===== src/rtl/cu_pkg.sv =====
// Shared control-unit definitions for the RV32I decode stage, signExtender and ALU:
// the cuOPType encoding, opcode / funct3 / funct7 constants, and the decoded-entry record.
package cu_pkg;

   // cuOPType; the value order is the encoding seen by downstream consumers.
   typedef enum logic [5:0] {
      CU_LUI, CU_AUIPC, CU_JAL, CU_JALR,
      CU_BEQ, CU_BNE, CU_BLT, CU_BGE, CU_BLTU, CU_BGEU,
      CU_LB, CU_LH, CU_LW, CU_LBU, CU_LHU,
      CU_SB, CU_SH, CU_SW,
      CU_ADDI, CU_SLTI, CU_SLTIU, CU_XORI, CU_ORI, CU_ANDI,
      CU_SLLI, CU_SRLI, CU_SRAI,
      CU_ADD, CU_SUB, CU_SLL, CU_SLT, CU_SLTU, CU_XOR, CU_SRL, CU_SRA, CU_OR, CU_AND,
      CU_ERROR
   } cu_op_e;

   // Instruction format, selects immediate packing and which register fields are live.
   typedef enum logic [2:0] {
      FMT_NONE, FMT_U, FMT_I, FMT_SHAMT, FMT_S, FMT_B, FMT_R
   } fmt_e;

   localparam logic [6:0] OPC_LUI    = 7'b0110111;
   localparam logic [6:0] OPC_AUIPC  = 7'b0010111;
   localparam logic [6:0] OPC_JAL    = 7'b1101111;
   localparam logic [6:0] OPC_JALR   = 7'b1100111;
   localparam logic [6:0] OPC_BRANCH = 7'b1100011;
   localparam logic [6:0] OPC_LOAD   = 7'b0000011;
   localparam logic [6:0] OPC_STORE  = 7'b0100011;
   localparam logic [6:0] OPC_OP_IMM = 7'b0010011;
   localparam logic [6:0] OPC_OP     = 7'b0110011;

   localparam logic [2:0] F3_JALR = 3'b000;
   localparam logic [2:0] F3_BEQ  = 3'b000;
   localparam logic [2:0] F3_BNE  = 3'b001;
   localparam logic [2:0] F3_BLT  = 3'b100;
   localparam logic [2:0] F3_BGE  = 3'b101;
   localparam logic [2:0] F3_BLTU = 3'b110;
   localparam logic [2:0] F3_BGEU = 3'b111;
   localparam logic [2:0] F3_B    = 3'b000;
   localparam logic [2:0] F3_H    = 3'b001;
   localparam logic [2:0] F3_W    = 3'b010;
   localparam logic [2:0] F3_BU   = 3'b100;
   localparam logic [2:0] F3_HU   = 3'b101;
   // ALU funct3 values, common to OP and OP-IMM.
   localparam logic [2:0] F3_ADD  = 3'b000;
   localparam logic [2:0] F3_SLL  = 3'b001;
   localparam logic [2:0] F3_SLT  = 3'b010;
   localparam logic [2:0] F3_SLTU = 3'b011;
   localparam logic [2:0] F3_XOR  = 3'b100;
   localparam logic [2:0] F3_SR   = 3'b101;
   localparam logic [2:0] F3_OR   = 3'b110;
   localparam logic [2:0] F3_AND  = 3'b111;

   localparam logic [6:0] F7_BASE = 7'b0000000;
   localparam logic [6:0] F7_ALT  = 7'b0100000;

   // One decoded entry as held in the stage's output and skid registers.
   typedef struct packed {
      cu_op_e      cu_op;
      logic [19:0] imm;
      logic [4:0]  rs1;
      logic [4:0]  rs2;
      logic [4:0]  rd;
      logic        illegal;
   } decoded_t;

   localparam decoded_t DECODED_RESET = '{
      cu_op: CU_ERROR, imm: 20'd0, rs1: 5'd0, rs2: 5'd0, rd: 5'd0, illegal: 1'b0
   };

   // Format implied by an operation; CU_ERROR has no format, so all fields stay zero.
   function automatic fmt_e fmt_of(cu_op_e op);
      case (op)
         CU_LUI, CU_AUIPC, CU_JAL:                        return FMT_U;
         CU_JALR, CU_LB, CU_LH, CU_LW, CU_LBU, CU_LHU,
         CU_ADDI, CU_SLTI, CU_SLTIU, CU_XORI, CU_ORI,
         CU_ANDI:                                         return FMT_I;
         CU_SLLI, CU_SRLI, CU_SRAI:                       return FMT_SHAMT;
         CU_SB, CU_SH, CU_SW:                             return FMT_S;
         CU_BEQ, CU_BNE, CU_BLT, CU_BGE, CU_BLTU, CU_BGEU: return FMT_B;
         CU_ADD, CU_SUB, CU_SLL, CU_SLT, CU_SLTU, CU_XOR,
         CU_SRL, CU_SRA, CU_OR, CU_AND:                   return FMT_R;
         default:                                         return FMT_NONE;
      endcase
   endfunction

endpackage


===== src/rtl/insn_classify.sv =====
// Pure combinational RV32I classifier: instruction word -> cuOPType, raw packed
// immediate and the register indices the format actually uses.
module insn_classify
   import cu_pkg::*;
(
   input  logic [31:0] instr_i,
   output cu_op_e      cu_op_o,
   output logic [19:0] imm_o,
   output logic [4:0]  rs1_o,
   output logic [4:0]  rs2_o,
   output logic [4:0]  rd_o
);

   logic [6:0] opcode;
   logic [2:0] f3;
   logic [6:0] f7;
   cu_op_e     op;
   fmt_e       fmt;

   assign opcode = instr_i[6:0];
   assign f3     = instr_i[14:12];
   assign f7     = instr_i[31:25];
   assign fmt    = fmt_of(op);

   // Operation select from opcode / funct3 / funct7; anything unlisted stays CU_ERROR.
   always_comb begin
      // NOTE: the default assigned first covers every unlisted path, so no latch is inferred.
      op = CU_ERROR;
      case (opcode)
         OPC_LUI:   op = CU_LUI;
         OPC_AUIPC: op = CU_AUIPC;
         OPC_JAL:   op = CU_JAL;
         OPC_JALR:  if (f3 == F3_JALR) op = CU_JALR;
         OPC_BRANCH:
            case (f3)
               F3_BEQ:  op = CU_BEQ;
               F3_BNE:  op = CU_BNE;
               F3_BLT:  op = CU_BLT;
               F3_BGE:  op = CU_BGE;
               F3_BLTU: op = CU_BLTU;
               F3_BGEU: op = CU_BGEU;
               default: op = CU_ERROR;
            endcase
         OPC_LOAD:
            case (f3)
               F3_B:    op = CU_LB;
               F3_H:    op = CU_LH;
               F3_W:    op = CU_LW;
               F3_BU:   op = CU_LBU;
               F3_HU:   op = CU_LHU;
               default: op = CU_ERROR;
            endcase
         OPC_STORE:
            case (f3)
               F3_B:    op = CU_SB;
               F3_H:    op = CU_SH;
               F3_W:    op = CU_SW;
               default: op = CU_ERROR;
            endcase
         OPC_OP_IMM:
            case (f3)
               F3_ADD:  op = CU_ADDI;
               F3_SLT:  op = CU_SLTI;
               F3_SLTU: op = CU_SLTIU;
               F3_XOR:  op = CU_XORI;
               F3_OR:   op = CU_ORI;
               F3_AND:  op = CU_ANDI;
               F3_SLL:  if (f7 == F7_BASE) op = CU_SLLI;
               F3_SR: begin
                  if (f7 == F7_BASE)     op = CU_SRLI;
                  else if (f7 == F7_ALT) op = CU_SRAI;
               end
               default: op = CU_ERROR;
            endcase
         OPC_OP:
            if (f7 == F7_BASE) begin
               case (f3)
                  F3_ADD:  op = CU_ADD;
                  F3_SLL:  op = CU_SLL;
                  F3_SLT:  op = CU_SLT;
                  F3_SLTU: op = CU_SLTU;
                  F3_XOR:  op = CU_XOR;
                  F3_SR:   op = CU_SRL;
                  F3_OR:   op = CU_OR;
                  default: op = CU_AND;
               endcase
            end else if (f7 == F7_ALT) begin
               case (f3)
                  F3_ADD:  op = CU_SUB;
                  F3_SR:   op = CU_SRA;
                  default: op = CU_ERROR;
               endcase
            end
         default: op = CU_ERROR;
      endcase
   end

   // Immediate packing and register extraction driven by the instruction format.
   always_comb begin
      imm_o = 20'd0;
      rs1_o = 5'd0;
      rs2_o = 5'd0;
      rd_o  = 5'd0;
      case (fmt)
         FMT_U: begin
            imm_o = instr_i[31:12];
            rd_o  = instr_i[11:7];
         end
         FMT_I: begin
            imm_o = {8'd0, instr_i[31:20]};
            rs1_o = instr_i[19:15];
            rd_o  = instr_i[11:7];
         end
         FMT_SHAMT: begin
            imm_o = {15'd0, instr_i[24:20]};
            rs1_o = instr_i[19:15];
            rd_o  = instr_i[11:7];
         end
         FMT_S: begin
            imm_o = {8'd0, instr_i[31:25], instr_i[11:7]};
            rs1_o = instr_i[19:15];
            rs2_o = instr_i[24:20];
         end
         FMT_B: begin
            imm_o = {8'd0, instr_i[31], instr_i[7], instr_i[30:25], instr_i[11:8]};
            rs1_o = instr_i[19:15];
            rs2_o = instr_i[24:20];
         end
         FMT_R: begin
            rs1_o = instr_i[19:15];
            rs2_o = instr_i[24:20];
            rd_o  = instr_i[11:7];
         end
         default: ;
      endcase
   end

   assign cu_op_o = op;

endmodule


===== src/rtl/decode_stage.sv =====
// Registered decode stage: valid/ready input, output register plus one skid register,
// flush to kill in-flight entries. in_ready comes straight from a flop.
module decode_stage
   import cu_pkg::*;
#(
   parameter int XLEN = 32,
   parameter int PC_W = 32
) (
   input  logic            clk,
   input  logic            rst,
   input  logic            flush,
   input  logic            in_valid,
   output logic            in_ready,
   input  logic [XLEN-1:0] instr,
   input  logic [PC_W-1:0] pc_in,
   output logic            out_valid,
   input  logic            out_ready,
   output logic [5:0]      cu_op,
   output logic [19:0]     imm,
   output logic [4:0]      rs1,
   output logic [4:0]      rs2,
   output logic [4:0]      rd,
   output logic [PC_W-1:0] pc_out,
   output logic            illegal
);

   cu_op_e          cls_op;
   logic [19:0]     cls_imm;
   logic [4:0]      cls_rs1, cls_rs2, cls_rd;
   decoded_t        cls;
   decoded_t        main_q, main_d, skid_q;
   logic [PC_W-1:0] main_pc_q, main_pc_d, skid_pc_q;
   logic            main_v_q, main_v_d;
   logic            skid_v_q, skid_v_d;
   logic            in_ready_q;
   logic            accept, drain, load_skid;

   insn_classify u_classify (
      .instr_i (instr[31:0]),
      .cu_op_o (cls_op),
      .imm_o   (cls_imm),
      .rs1_o   (cls_rs1),
      .rs2_o   (cls_rs2),
      .rd_o    (cls_rd)
   );

   assign cls = '{cu_op: cls_op, imm: cls_imm, rs1: cls_rs1, rs2: cls_rs2, rd: cls_rd,
                  illegal: (cls_op == CU_ERROR)};

   assign accept = in_valid & in_ready_q;
   assign drain  = main_v_q & out_ready;

   // Skid control: refill main from skid or input, park input in skid when main stalls.
   always_comb begin
      main_v_d  = main_v_q;
      skid_v_d  = skid_v_q;
      main_d    = main_q;
      main_pc_d = main_pc_q;
      load_skid = 1'b0;
      if (flush) begin
         main_v_d = 1'b0;
         skid_v_d = 1'b0;
      end else if (!main_v_q || drain) begin
         if (skid_v_q) begin
            main_v_d  = 1'b1;
            main_d    = skid_q;
            main_pc_d = skid_pc_q;
            skid_v_d  = 1'b0;
         end else if (accept) begin
            main_v_d  = 1'b1;
            main_d    = cls;
            main_pc_d = pc_in;
         end else begin
            main_v_d  = 1'b0;
         end
      end else if (accept) begin
         skid_v_d  = 1'b1;
         load_skid = 1'b1;
      end
   end

   // Valid bits, ready flop and output register; reset wins over flush and handshakes.
   always_ff @(posedge clk) begin
      // NOTE: non-blocking assignments so every flop here samples pre-edge values.
      if (rst) begin
         main_v_q   <= 1'b0;
         skid_v_q   <= 1'b0;
         in_ready_q <= 1'b1;
         main_q     <= DECODED_RESET;
         main_pc_q  <= '0;
      end else begin
         main_v_q   <= main_v_d;
         skid_v_q   <= skid_v_d;
         in_ready_q <= !skid_v_d;
         main_q     <= main_d;
         main_pc_q  <= main_pc_d;
      end
   end

   // Skid payload capture when an input arrives while main is stalled.
   always_ff @(posedge clk) begin
      // NOTE: the skid payload has no reset; it is only ever read while skid_v_q is set.
      if (load_skid) begin
         skid_q    <= cls;
         skid_pc_q <= pc_in;
      end
   end

   assign in_ready  = in_ready_q;
   assign out_valid = main_v_q;
   assign cu_op     = main_q.cu_op;
   assign imm       = main_q.imm;
   assign rs1       = main_q.rs1;
   assign rs2       = main_q.rs2;
   assign rd        = main_q.rd;
   assign pc_out    = main_pc_q;
   assign illegal   = main_q.illegal;

endmodule


===== config.mk =====
export PLATFORM = sky130hd
export DESIGN_NAME = decode_stage
export DESIGN_NICKNAME = d
export VERILOG_FILES = /design/src/rtl/cu_pkg.sv /design/src/rtl/insn_classify.sv /design/src/rtl/decode_stage.sv
export SDC_FILE = /design/constraint.sdc
export NUM_CORES = 1
export LEC_CHECK = 0
export ABC_CLOCK_PERIOD_IN_PS = 8500
export BUFFER_PORTS_ARGS = -buffer_cell sky130_fd_sc_hd__buf_2
export CORE_UTILIZATION = 25
export DETAILED_ROUTE_END_ITERATION = 8
export MAX_ROUTING_LAYER = met4
export PLACE_DENSITY_LB_ADDON = 0.3
export RECOVER_POWER = 50
export SLEW_MARGIN = 25
export SYNTH_ARGS = -nofsm -noshare
export SYNTH_HDL_FRONTEND = slang
export SYNTH_SLANG_ARGS = --single-unit

===== constraint.sdc =====
create_clock -name clk -period 8.5 [get_ports clk]
set_input_delay 1.7 -clock clk [delete_from_list [all_inputs] [get_ports clk]]
set_output_delay 1.7 -clock clk [all_outputs]
set_load 0.005 [all_outputs]

* Yosys cells after proc, flatten, opt, wreduce, memory -nomap -nowiden
Memories as Yosys holds them, arrays and structs flattened. Cells that the tools add are included.
Cells by class: add/subtract/negate cells 0, $mul 0, divide/modulo/power cells 0, $lt $le $gt $ge 0, equality and inequality tests 24, shift operators 0, mux-type cells 28, bitwise logic cells 3, reduce and logical (&&, ||, !) cells 11
Operators with widths (number):
- 20-bit one-hot mux with 5 select lines | 1
- 42-bit two-way mux | 2
- 32-bit two-way mux | 2
- 6-bit one-hot mux with 9 select lines | 1
- 6-bit one-hot mux with 8 select lines | 1
- 6-bit one-hot mux with 7 select lines | 1
- 6-bit two-way mux | 6
- 6-bit one-hot mux with 6 select lines | 1
- 6-bit one-hot mux with 5 select lines | 1
- 7-bit by 6-bit == test with 1-bit output (second input constant) | 4
- 3-bit == test (second input constant) | 7
- 7-bit == test (second input constant) | 3
- 6-bit one-hot mux with 3 select lines | 1
- 5-bit two-way mux | 3
- 7-bit by 5-bit == test with 1-bit output (second input constant) | 2
- 3-bit by 2-bit == test with 1-bit output (second input constant) | 4
- 6-bit one-hot mux with 2 select lines | 1
- 7-bit by 2-bit == test with 1-bit output (second input constant) | 1
- 7-bit zero test | 1
- 1-bit two-way mux | 7
- 3-bit by 1-bit == test with 1-bit output (second input constant) | 2
- 6-bit == test (second input constant) | 1
- 5-bit OR reduction | 1
- 4-bit OR reduction | 1
- other kinds (9) | 11
Storage, ports and cells: flip-flop bits (word level) 151, bits in latches 0, RAM bits 0, ROM bits 192, bits of input ports 69, output and inout port bits 76, logic and storage cells 84, memories 1
Memories:
- (no name shown) | depth 64, bits a word 3, rd ports 1, clocked after memory_dff 0, write ports 0, RTL line cu_pkg.sv:73 | case (op)

* Longest topological paths before layout
Gate-level depths: netlist of run 1. An unclocked memory read counts as a cell.
depth after elaboration 11, depth in mapped cells 14

* Hierarchy
From an unflattened synthesis of run 1, not the netlist that was laid out.
Second synthesis, totals: cell total of the unflattened synthesis 639, area, all modules 7702.4 µm²
Modules (own cells, without submodules):
- decode_stage | instances 1, cells an instance 437, area each 6363.6 µm²
- insn_classify | instances 1, cells an instance 202, area each 1338.8 µm²

* Least setup slack after synthesis of run 1
Ideal clock, no wire load.
kind input port to flip-flop, from input port out_ready, to register skid_pc_q[0] (enable), arrival 6.925 ns, required time 7.902 ns, path slack 0.977 ns, cell stages on the path 2, path buffers 0, cell sequence nand2b_1 > nor3_1
On the way: longest elaborated chain between the ends 4
RTL lines:
- start, declared | RTL line decode_stage.sv:17 | input logic out_ready,
- 1-bit AND | RTL line decode_stage.sv:51 | assign drain = main_v_q & out_ready;
- 1-bit logical OR | RTL line decode_stage.sv:63 | end else if (!main_v_q || drain) begin
- 1-bit two-way mux | RTL line decode_stage.sv:63
- 1-bit two-way mux | RTL line decode_stage.sv:60 | if (flush) begin
- via load_skid | RTL line decode_stage.sv:36 | logic accept, drain, load_skid;
- end signal, assigned | RTL line decode_stage.sv:105 | skid_pc_q <= pc_in;
- end, declared | RTL line decode_stage.sv:32 | logic [PC_W-1:0] main_pc_q, main_pc_d, skid_pc_q;
The timed path passes the listed nets, and every way through them passes these cells. A chain may end at the register's enable or synchronous reset.

* Worst setup path in the final report of run 1
from input port out_ready, to register skid_q[3] (netlist bit) (enable)
On the way: longest elaborated chain between the ends 4
RTL lines:
- 1-bit AND | RTL line decode_stage.sv:51
- 1-bit logical OR | RTL line decode_stage.sv:63
- 1-bit two-way mux | RTL line decode_stage.sv:63
- 1-bit two-way mux | RTL line decode_stage.sv:60
- via load_skid | RTL line decode_stage.sv:36
- end signal, assigned | RTL line decode_stage.sv:104 | skid_q <= cls;
- end, declared | RTL line decode_stage.sv:31 | decoded_t main_q, main_d, skid_q;
The timed path passes the listed nets, and every way through them passes these cells.

==> results.json, run 1 <==
{
  "status": "finished, violations left",
  "violations": "capacitance limit, slew limit",
  "cpMostUsedCell": "clkbuf_1",
  "setup.worst_path.class": "input port to flop",
  "p_leak_nw": 3.01,
  "ys.flop_type": "dfxtp_1",
  "max_freq_ghz": 0.184,
  "wl_mm": 19.5,
  "grt_max_degree": 80,
  "vias": 5469,
  "layout_commonest_cell": "dfxtp_1",
  "slew_headroom": -2.00,
  "clockBufferDepth": 2,
  "dieWidth_um": 168,
  "syn_to_final_growth_pct": 21.9,
  "netlist_instances": 652,
  "p_per_area_mw_per_mm2": 200,
  "path_max_fanout": 74,
  "worst-endpoint-required_ns": 8.42,
  "drive_gt1_frac": 0.185,
  "crit_path_start_kind": "input port",
  "die_h_um": 168,
  "grt_pass1_wl_mm": 30.3,
  "cts.clk_slew.worst_paths_ns": 0.07,
  "cts_hold_buf": 0,
  "critPathMaxStageDelay_ns": 3.18,
  "p_comb_frac": 0.097,
  "cts_buffers": 17,
  "postCtsSetupBuffers": 0,
  "port_buffers": 144,
  "cp.arrival_ns": 5.37,
  "ys_seq_area_frac": 0.543,
  "slew_viol_final": 152,
  "root_buffer": "clkbuf_16",
  "setup_viol": 0,
  "track_usage": 0.144,
  "final_nets": 838,
  "critical_path_buf_inv_count": 2,
  "dp_hpwl_mm": 13.1,
  "syn_nets": 721,
  "crit_slowest_cell": "clkbuf_1",
  "ctsResizeCount": 0,
  "fin_skew_ns": 0.0115,
  "avgSynthCellArea_um2": 10.6,
  "drv_cap": 2,
  "power.switching_mw": 0.435,
  "wl_per_cell_um": 16.9,
  "ys_ff_latch": 151,
  "grt_pass1_vias": 5088,
  "drt-pass1-iter-count": 5,
  "cp_cell_sequence": "clkbuf_1, nand2b_1, nor3_1, clkbuf_1",
  "rows": 60,
  "syn-cell-area_mm2": 0.00693,
  "h-tree-depth": 4,
  "cts_tree": "yes",
  "synth_warnings": 0,
  "detail-route-antenna-nets": 0,
  "crit_family": "buffers and inverters",
  "swShare": 0.257,
  "overflow": 0,
  "rsz0062_at_grt": "false",
  "core_area_mm2": 0.0271,
  "p_clk_frac": 0.432,
  "tightest_slew_ns": 4.51,
  "hold_ws_ns": 0.468,
  "viasPerCell": 4.72,
  "hold_class": "flop to flop",
  "finalCritPeriodShare": 0.641,
  "pin_count": 145,
  "drt_iter0_markers": 403,
  "final_cell_mix": "dfxtp_1, buf_2, edfxtp_1, clkbuf_1, nor2_1",
  "initial_utilization": 0.256,
  "tns_ns": 0,
  "synth-edff-count": 74,
  "route.detailed.drc": 0,
  "critPathCaptureType": "flop",
  "layout_min_cycle_time_ns": 5.44,
  "insertion_delay_ns": 0.43,
  "synthArstFlopShare": 0,
  "ys_types": 75,
  "power_frac_seq": 0.471,
  "p_int_mw": 1.26,
  "finalHoldViolations": 0,
  "dieArea_mm2": 0.0284,
  "grt_antenna_before_repair": 4,
  "peakVddDrop_v": 0.000130,
  "clock_sinks": 151,
  "place.gp.congestion": 0.830
}
## worst paths after layout
check	endpoint	start	cells past startpoint	slack [ns]
setup / recovery	skid_q[3]$_DFFE_PP_	out_ready	4	3.06
hold / removal	cu_op[0]$_SDFFE_PP1P_	cu_op[0]$_SDFFE_PP1P_	1	0.47
setup reg to reg	skid_q[3]$_DFFE_PP_	out_valid$_SDFFE_PP0P_	3	4.15
hold reg to reg	cu_op[0]$_SDFFE_PP1P_	cu_op[0]$_SDFFE_PP1P_	1	0.47
## worst reg2reg max path: stages, from the launching register on
cell	delay [ns]
dfxtp_1	0.35
nand2b_1	0.10
nor3_1	0.18
clkbuf_1	3.18
## cells by family after synthesis
logic type	after synthesis	synth area share
mux	40	0.0589
buf+inv	67	0.0390
simple gates	230	0.176
xor+xnor	5	0.00632
flops	151	0.543
compound gates	158	0.175
fa+ha+maj	1	0.00145
## metrics by stage
| step | setup WS (ns) | util | cell area [µm²] | instances | total power [mW] |
|---|---|---|---|---|---|
| 3_3_place_gp | 3.18 | 0.294 | 7960 | 1122 | 0.982 |
| 2_1_floorplan | 0.977 | - | 6930 | 652 | 0.909 |
| 6_report | 3.06 | 0.312 | 8440 | 1158 | 1.69 |
| 4_1_cts | 3.52 | 0.315 | 8530 | 1154 | 1.72 |
| 3_5_place_dp | 3.07 | 0.294 | 7960 | 1122 | 0.983 |
| 5_1_grt | 2.64 | 0.312 | 8440 | 1158 | 1.77 |
## area by class of cell
type,instances,area [µm²]
clock buffers,17,425
diodes,4,10.0
clock inverters,15,143
repair buffers,150,671
multi-input cells,434,2910
inverters,15,56.3
flip-flops and latches,151,3770
well taps,372,465
fillers,2816,18700
## power groups by stage
stage / Sequential, mW / Combinational (mW) / Clock, mW
4_1_cts: 0.797 / 0.171 / 0.755
3_5_place_dp: 0.813 / 0.170 / 0
2_1_floorplan: 0.815 / 0.0940 / 0
6_report: 0.797 / 0.165 / 0.730
5_1_grt: 0.800 / 0.184 / 0.783
3_3_place_gp: 0.812 / 0.170 / 0
## registers in the layout, summed over array words and instances, names as in the netlist
name and cells:
skid_v_q 1, rs2 5, cu_op 6, rd 5, rs1 5, imm 20, in_ready 1, illegal 1
pc_out 32, skid_q 42, skid_pc_q 32, out_valid 1
## synth_stat cells, drive strengths merged, types with 3 or more instances
library cell | number | area, µm²
mux2i | 34 | 340
a311oi | 11 | 96.3
buf | 11 | 58.8
o311ai | 4 | 35.0
and2 | 20 | 125
o21ai | 21 | 113
nand2 | 43 | 161
nand2b | 7 | 43.8
or4 | 3 | 26.3
inv | 15 | 56.3
a21oi | 24 | 135
clkbuf | 41 | 155
nor3 | 16 | 96.4
a31oi | 8 | 56.3
nand3 | 17 | 95.1
or2 | 3 | 18.8
a211oi | 47 | 353
a221oi | 9 | 96.4
o211ai | 4 | 43.8
nor4 | 4 | 40.0
a211o | 7 | 61.3
mux2 | 6 | 67.6
dfxtp | 77 | 1540
nor3b | 6 | 45.0
nor2 | 75 | 297
xnor2 | 3 | 26.3
and3 | 9 | 56.3
a22oi | 5 | 37.5
or3 | 13 | 81.3
edfxtp | 74 | 2220
a222oi | 6 | 60.1
## routing by layer
metal  wire length [µm]  global-route usage  vias up
li1                   -                   -     2700
met1               9060               0.181     2590
met2               8800               0.219      158
met3               1300              0.0414       21
met4                385              0.0514        0
met5                  0                   -        -
(Power assumes the default switching activity.)
==> run 2: changes to the inputs <==
ABC_AREA = 1   (was default)
ABC_CLOCK_PERIOD_IN_PS = 5200   (was 8500)
clock period = 5.2 ns   (was 8.5 ns; I/O delays follow)
==> results.json, run 2 <==
{
  "status": "finished, violations left",
  "violations": "capacitance limit, slew limit",
  "vias": 6222,
  "syn_to_final_growth_pct": 21.2,
  "postCtsSetupBuffers": 0,
  "synthArstFlopShare": 0,
  "layout_min_cycle_time_ns": 4.10,
  "largest_reg_flops": 42,
  "synth-edff-count": 74,
  "h-tree-depth": 4,
  "dieArea_mm2": 0.0296,
  "rows": 61,
  "gr-usage-met2": 0.227,
  "setup.worst_path.class": "input port to flop",
  "netlist_top_cells_count": "nand2_1, nor2_1, dfxtp_1, edfxtp_1, inv_1",
  "synthTopCellsByArea": "edfxtp_1, dfxtp_1, nand2_1",
  "regMostFlops": "skid_q",
  "cp_cell_sequence": "buf_2, nor4_1, clkbuf_1",
  "final_nets": 1086,
  "core_area_mm2": 0.0281,
  "drt_iter0_markers": 441,
  "layout_commonest_cell": "nand2_1",
  "synth_warnings": 0,
  "fin_skew_ns": 0.0136,
  "drive_gt1_frac": 0.165,
  "port_buffers": 144,
  "ys_seq_area_frac": 0.521,
  "tns_ns": 0,
  "setup_viol": 0,
  "dp_hpwl_mm": 14.0,
  "wl_mm": 20.5,
  "insertion_delay_ns": 0.42,
  "fillCellCount": 3127,
  "finalHoldViolations": 0,
  "grt_antenna_before_repair": 1,
  "synth_top_area_frac": 0.307,
  "clockBufferDepth": 2,
  "drv_cap": 3,
  "die_h_um": 172,
  "rsz0062_at_grt": "false",
  "ctsResizeCount": 0,
  "route.detailed.drc": 0,
  "hold_class": "flop to flop",
  "synth_most_common_cell": "nand2_1",
  "p_per_area_mw_per_mm2": 322,
  "grt_pass1_vias": 5982,
  "critPathMaxStageDelay_ns": 1.46,
  "crit_path_start_kind": "input port",
  "ys_ff_latch": 151,
  "netlist_instances": 891,
  "p_leak_nw": 3.51,
  "multi_input_area_mm2": 0.00297,
  "finalCritPeriodShare": 0.788,
  "path_max_fanout": 31,
  "viasPerCell": 4.42,
  "syn-cell-area_mm2": 0.00723,
  "pin_count": 145,
  "cts.clk_slew.worst_paths_ns": 0.06,
  "yosysTopAreaCell": "edfxtp_1",
  "overflow": 0,
  "drt-pass1-iter-count": 4,
  "grt_max_degree": 91,
  "slew_headroom": -0.465,
  "final_cell_mix": "nand2_1, nor2_1, clkbuf_1, dfxtp_1, edfxtp_1",
  "slew_viol_final": 81,
  "track_usage": 0.146,
  "ys.flop_type": "dfxtp_1",
  "post-route-util": 0.312,
  "syn_nets": 960,
  "cp.arrival_ns": 4.11,
  "ys_types": 35,
  "max_freq_ghz": 0.244,
  "avgSynthCellArea_um2": 8.12,
  "place.gp.congestion": 0.844,
  "cts_buffers": 17,
  "seq_area_mm2": 0.00376,
  "top_usage_layer": "met2",
  "clock_sinks": 151,
  "cts_hold_buf": 0,
  "grt_pass1_wl_mm": 32.4,
  "worst-endpoint-required_ns": 5.21,
  "cts_tree": "yes",
  "gr-usage-met1": 0.194,
  "dieWidth_um": 172,
  "initial_utilization": 0.257,
  "crit_slowest_cell": "nor4_1",
  "detail-route-antenna-nets": 0,
  "grtUsageMet3": 0.0249,
  "critPathCaptureType": "flop",
  "root_buffer": "clkbuf_16",
  "tightest_slew_ns": 2.20,
  "wl_per_cell_um": 14.6,
  "peakVddDrop_v": 0.000159
}
==> run 2: final timing paths <==
kind,slack [ns],depth (start not counted),start,end
hold / removal,0.46,2,rs2[1]$_SDFFE_PP0P_,rs2[1]$_SDFFE_PP0P_
setup / recovery,1.10,3,flush,skid_q[35]$_DFFE_PP_
setup reg to reg,1.50,3,out_valid$_SDFFE_PP0P_,skid_q[35]$_DFFE_PP_
hold reg to reg,0.46,2,rs2[1]$_SDFFE_PP0P_,rs2[1]$_SDFFE_PP0P_
==> run 2: stage by stage <==
stage	total power [mW]	setup slack, ns	cell area (µm²)	hold WS [ns]	instances
floorplan	1.47	1.27	7250	0.458	891
global placement	1.57	1.50	8300	0.452	1375
detailed placement	1.58	1.51	8310	0.453	1376
CTS	2.87	1.96	8920	0.463	1408
global route	2.94	0.816	8760	0.487	1409
finish	2.82	1.10	8760	0.463	1409
==> run 2: cell families (layout without fill, tap and decap cells) <==
logic type | after synthesis | after routing | synth area share
flip-flops | 151 | 151 | 0.521
AO/OA/AOI/OAI | 155 | 155 | 0.119
AND/OR/NAND/NOR | 467 | 467 | 0.295
other | 0 | 1 | 0
buffers and inverters | 118 | 257 | 0.0659
==> run 2: area by class of cell <==
type / instances / share of cell area
multi-input combinational: 622 / 0.339
tap: 378 / 0.0540
timing repair buffer: 151 / 0.0750
sequential: 151 / 0.430
antenna: 1 / 0.000286
clock inverter: 15 / 0.0211
clock buffer: 17 / 0.0485
inverter: 74 / 0.0326
==> run 2: worst max-delay path, delay by kind of cell <==
kind	cells	cell delay, ns
and+or+nand+nor	1	1.46
buffers and inverters	2	1.58
==> run 2: routing by layer <==
metal | vias up | share of wire
li1 | 3217 | -
met3 | 12 | 0.038
met4 | 0 | 0.012
met2 | 110 | 0.46
met5 | - | 0
met1 | 2883 | 0.49
==> run 2: where the power goes <==
| part | internal (mW) | switching [mW] | total [mW] | leakage, nW |
|---|---|---|---|---|
| sequential | 1.28 | 0.0132 | 1.29 | 1.26 |
| combinational | 0.0791 | 0.168 | 0.247 | 1.95 |
| clock | 0.729 | 0.550 | 1.28 | 0.296 |
| total | 2.09 | 0.732 | 2.82 | 3.51 |
==> run 3: changes to the inputs <==
ABC_CLOCK_PERIOD_IN_PS = 3900   (was 5200)
clock period = 3.9 ns   (was 5.2 ns; I/O delays follow)
==> results.json, run 3 (synthesis gave the netlist of run 2 again) <==
{
  "status": "finished, violations left",
  "violations": "capacitance limit, slew limit",
  "tightest_slew_ns": 2.27,
  "swShare": 0.255,
  "peakVddDrop_v": 0.000266,
  "final_cell_mix": "nand2_1, nor2_1, buf_2, dfxtp_1, edfxtp_1",
  "hold_ws_ns": 0.464,
  "overflow": 0,
  "max_freq_ghz": 0.328,
  "layout_commonest_cell": "nand2_1",
  "clock_sinks": 151,
  "hp-start": "rs2[4]$_SDFFE_PP0P_",
  "vias": 6214,
  "cp.arrival_ns": 3.25,
  "dieWidth_um": 172,
  "post-route-util": 0.314,
  "hold_end": "rs2[4]$_SDFFE_PP0P_",
  "p_leak_nw": 3.65,
  "place.gp.congestion": 0.864,
  "fillCellCount": 3087,
  "viasPerCell": 4.41,
  "track_usage": 0.147,
  "final_nets": 1086,
  "path_max_fanout": 19,
  "core_area_mm2": 0.0281,
  "p_int_mw": 2.77,
  "power.switching_mw": 0.952,
  "tns_ns": 0,
  "layout_min_cycle_time_ns": 3.05,
  "drv_cap": 2,
  "insertion_delay_ns": 0.42,
  "setup_viol": 0,
  "drt_iter0_markers": 341,
  "h-tree-depth": 4,
  "regMostFlops": "skid_q",
  "grt_antenna_before_repair": 0,
  "p_clk_frac": 0.448,
  "fin_skew_ns": 0.00622,
  "power_frac_seq": 0.462,
  "crit_path_start_kind": "input port",
  "antenna_cells": 0,
  "setup.worst_path.class": "input port to flop",
  "critPathCaptureType": "flop",
  "p_total_mw": 3.73,
  "postCtsSetupBuffers": 0,
  "p_comb_frac": 0.090,
  "p_per_area_mw_per_mm2": 422,
  "place_inst": 1376,
  "grt_pass1_vias": 5937,
  "cts_hold_buf": 0,
  "ctsResizeCount": 0,
  "route.detailed.drc": 0,
  "root_buffer": "clkbuf_16",
  "rows": 61,
  "drive_gt1_frac": 0.206,
  "dp_hpwl_mm": 13.8,
  "r2r_slack_ns": 1.28,
  "largest_reg_flops": 42,
  "grt_max_degree": 91,
  "hold_class": "flop to flop",
  "r2r_end": "skid_pc_q[14]$_DFFE_PP_",
  "die_h_um": 172,
  "rsz0062_at_grt": "false",
  "initial_utilization": 0.257,
  "holdPathStages": 2,
  "worst-endpoint-required_ns": 4.10,
  "cts_buffers": 17,
  "slew_viol_final": 116,
  "finalHoldViolations": 0,
  "slew_headroom": -0.512,
  "cts_tree": "yes",
  "finalCritPeriodShare": 0.783,
  "pin_count": 145,
  "port_buffers": 144,
  "worstReg2RegStart": "out_valid$_SDFFE_PP0P_",
  "syn_to_final_growth_pct": 22.0,
  "clockBufferDepth": 2,
  "dieArea_mm2": 0.0296,
  "detail-route-antenna-nets": 0,
  "drt-pass1-iter-count": 5,
  "r2r_cells": 3,
  "cts.clk_slew.worst_paths_ns": 0.06,
  "fin_cells": 1408,
  "wl_mm": 20.7,
  "grt_pass1_wl_mm": 32.2,
  "wl_per_cell_um": 14.7
}
run 3: power by group through the flow:
| stage | registers, mW | logic [mW] | clock network, mW |
|---|---|---|---|
| global placement | 1.75 | 0.347 | 0 |
| global route | 1.73 | 0.382 | 1.78 |
| finish | 1.72 | 0.336 | 1.67 |
| CTS | 1.72 | 0.351 | 1.72 |
| floorplan | 1.76 | 0.201 | 0 |
| detailed placement | 1.76 | 0.350 | 0 |
run 3: worst max path at each step:
| stage | from | endpoint | slack (ns) | depth (start not counted) |
|---|---|---|---|---|
| 4_1_cts | instr[25] | imm[15]$_SDFFE_PP0P_ | 0.89 | 18 |
| 5_1_grt | instr[14] | imm[16]$_SDFFE_PP0P_ | 0.51 | 19 |
| 6_report | instr[14] | rs1[0]$_SDFFE_PP0P_ | 0.85 | 19 |
| 3_3_place_gp | instr[14] | imm[15]$_SDFFE_PP0P_ | 0.46 | 19 |
| 2_1_floorplan | out_ready | skid_pc_q[0]$_DFFE_PP_ | 0.23 | 1 |
| 3_5_place_dp | instr[25] | imm[15]$_SDFFE_PP0P_ | 0.45 | 18 |
run 3: area by class of cell:
cell class | count | area [µm²] | area share
clock buffers | 17 | 425 | 0.0482
clock inverters | 15 | 164 | 0.0186
inverters | 74 | 284 | 0.0322
multi-input cells | 622 | 3000 | 0.339
flip-flops and latches | 151 | 3760 | 0.427
well taps | 378 | 473 | 0.0536
repair buffers | 151 | 718 | 0.0814
run 3: worst max-delay path, stage by stage:
cell,delay [ns]
buf_2,0.30
nor2_2,0.08
nand2_2,0.11
inv_2,0.07
nand2_1,0.09
o21ai_2,0.06
nand2_1,0.14
o21a_1,0.22
nand2_2,0.12
nor2_1,0.25
nand2_2,0.10
nand2_4,0.15
nand2_8,0.14
inv_6,0.11
nor2_4,0.05
nor2_4,0.15
nor2_2,0.06
o21ai_1,0.17
a21oi_1,0.08
run 3: layer usage:
metal / global-route usage / share of wire / vias up
met3: 0.0256 / 0.039 / 14
li1: - / - / 3217
met5: - / 0 / -
met2: 0.235 / 0.46 / 118
met1: 0.191 / 0.49 / 2865
met4: 0.0419 / 0.010 / 0
run 3: stage by stage:
stage	area, µm²	setup WS (ns)
after global routing	8820	0.508
after detailed placement	8330	0.455
final	8820	0.847
after floorplan	7250	0.234
after global placement	8330	0.457
after CTS	8920	0.892
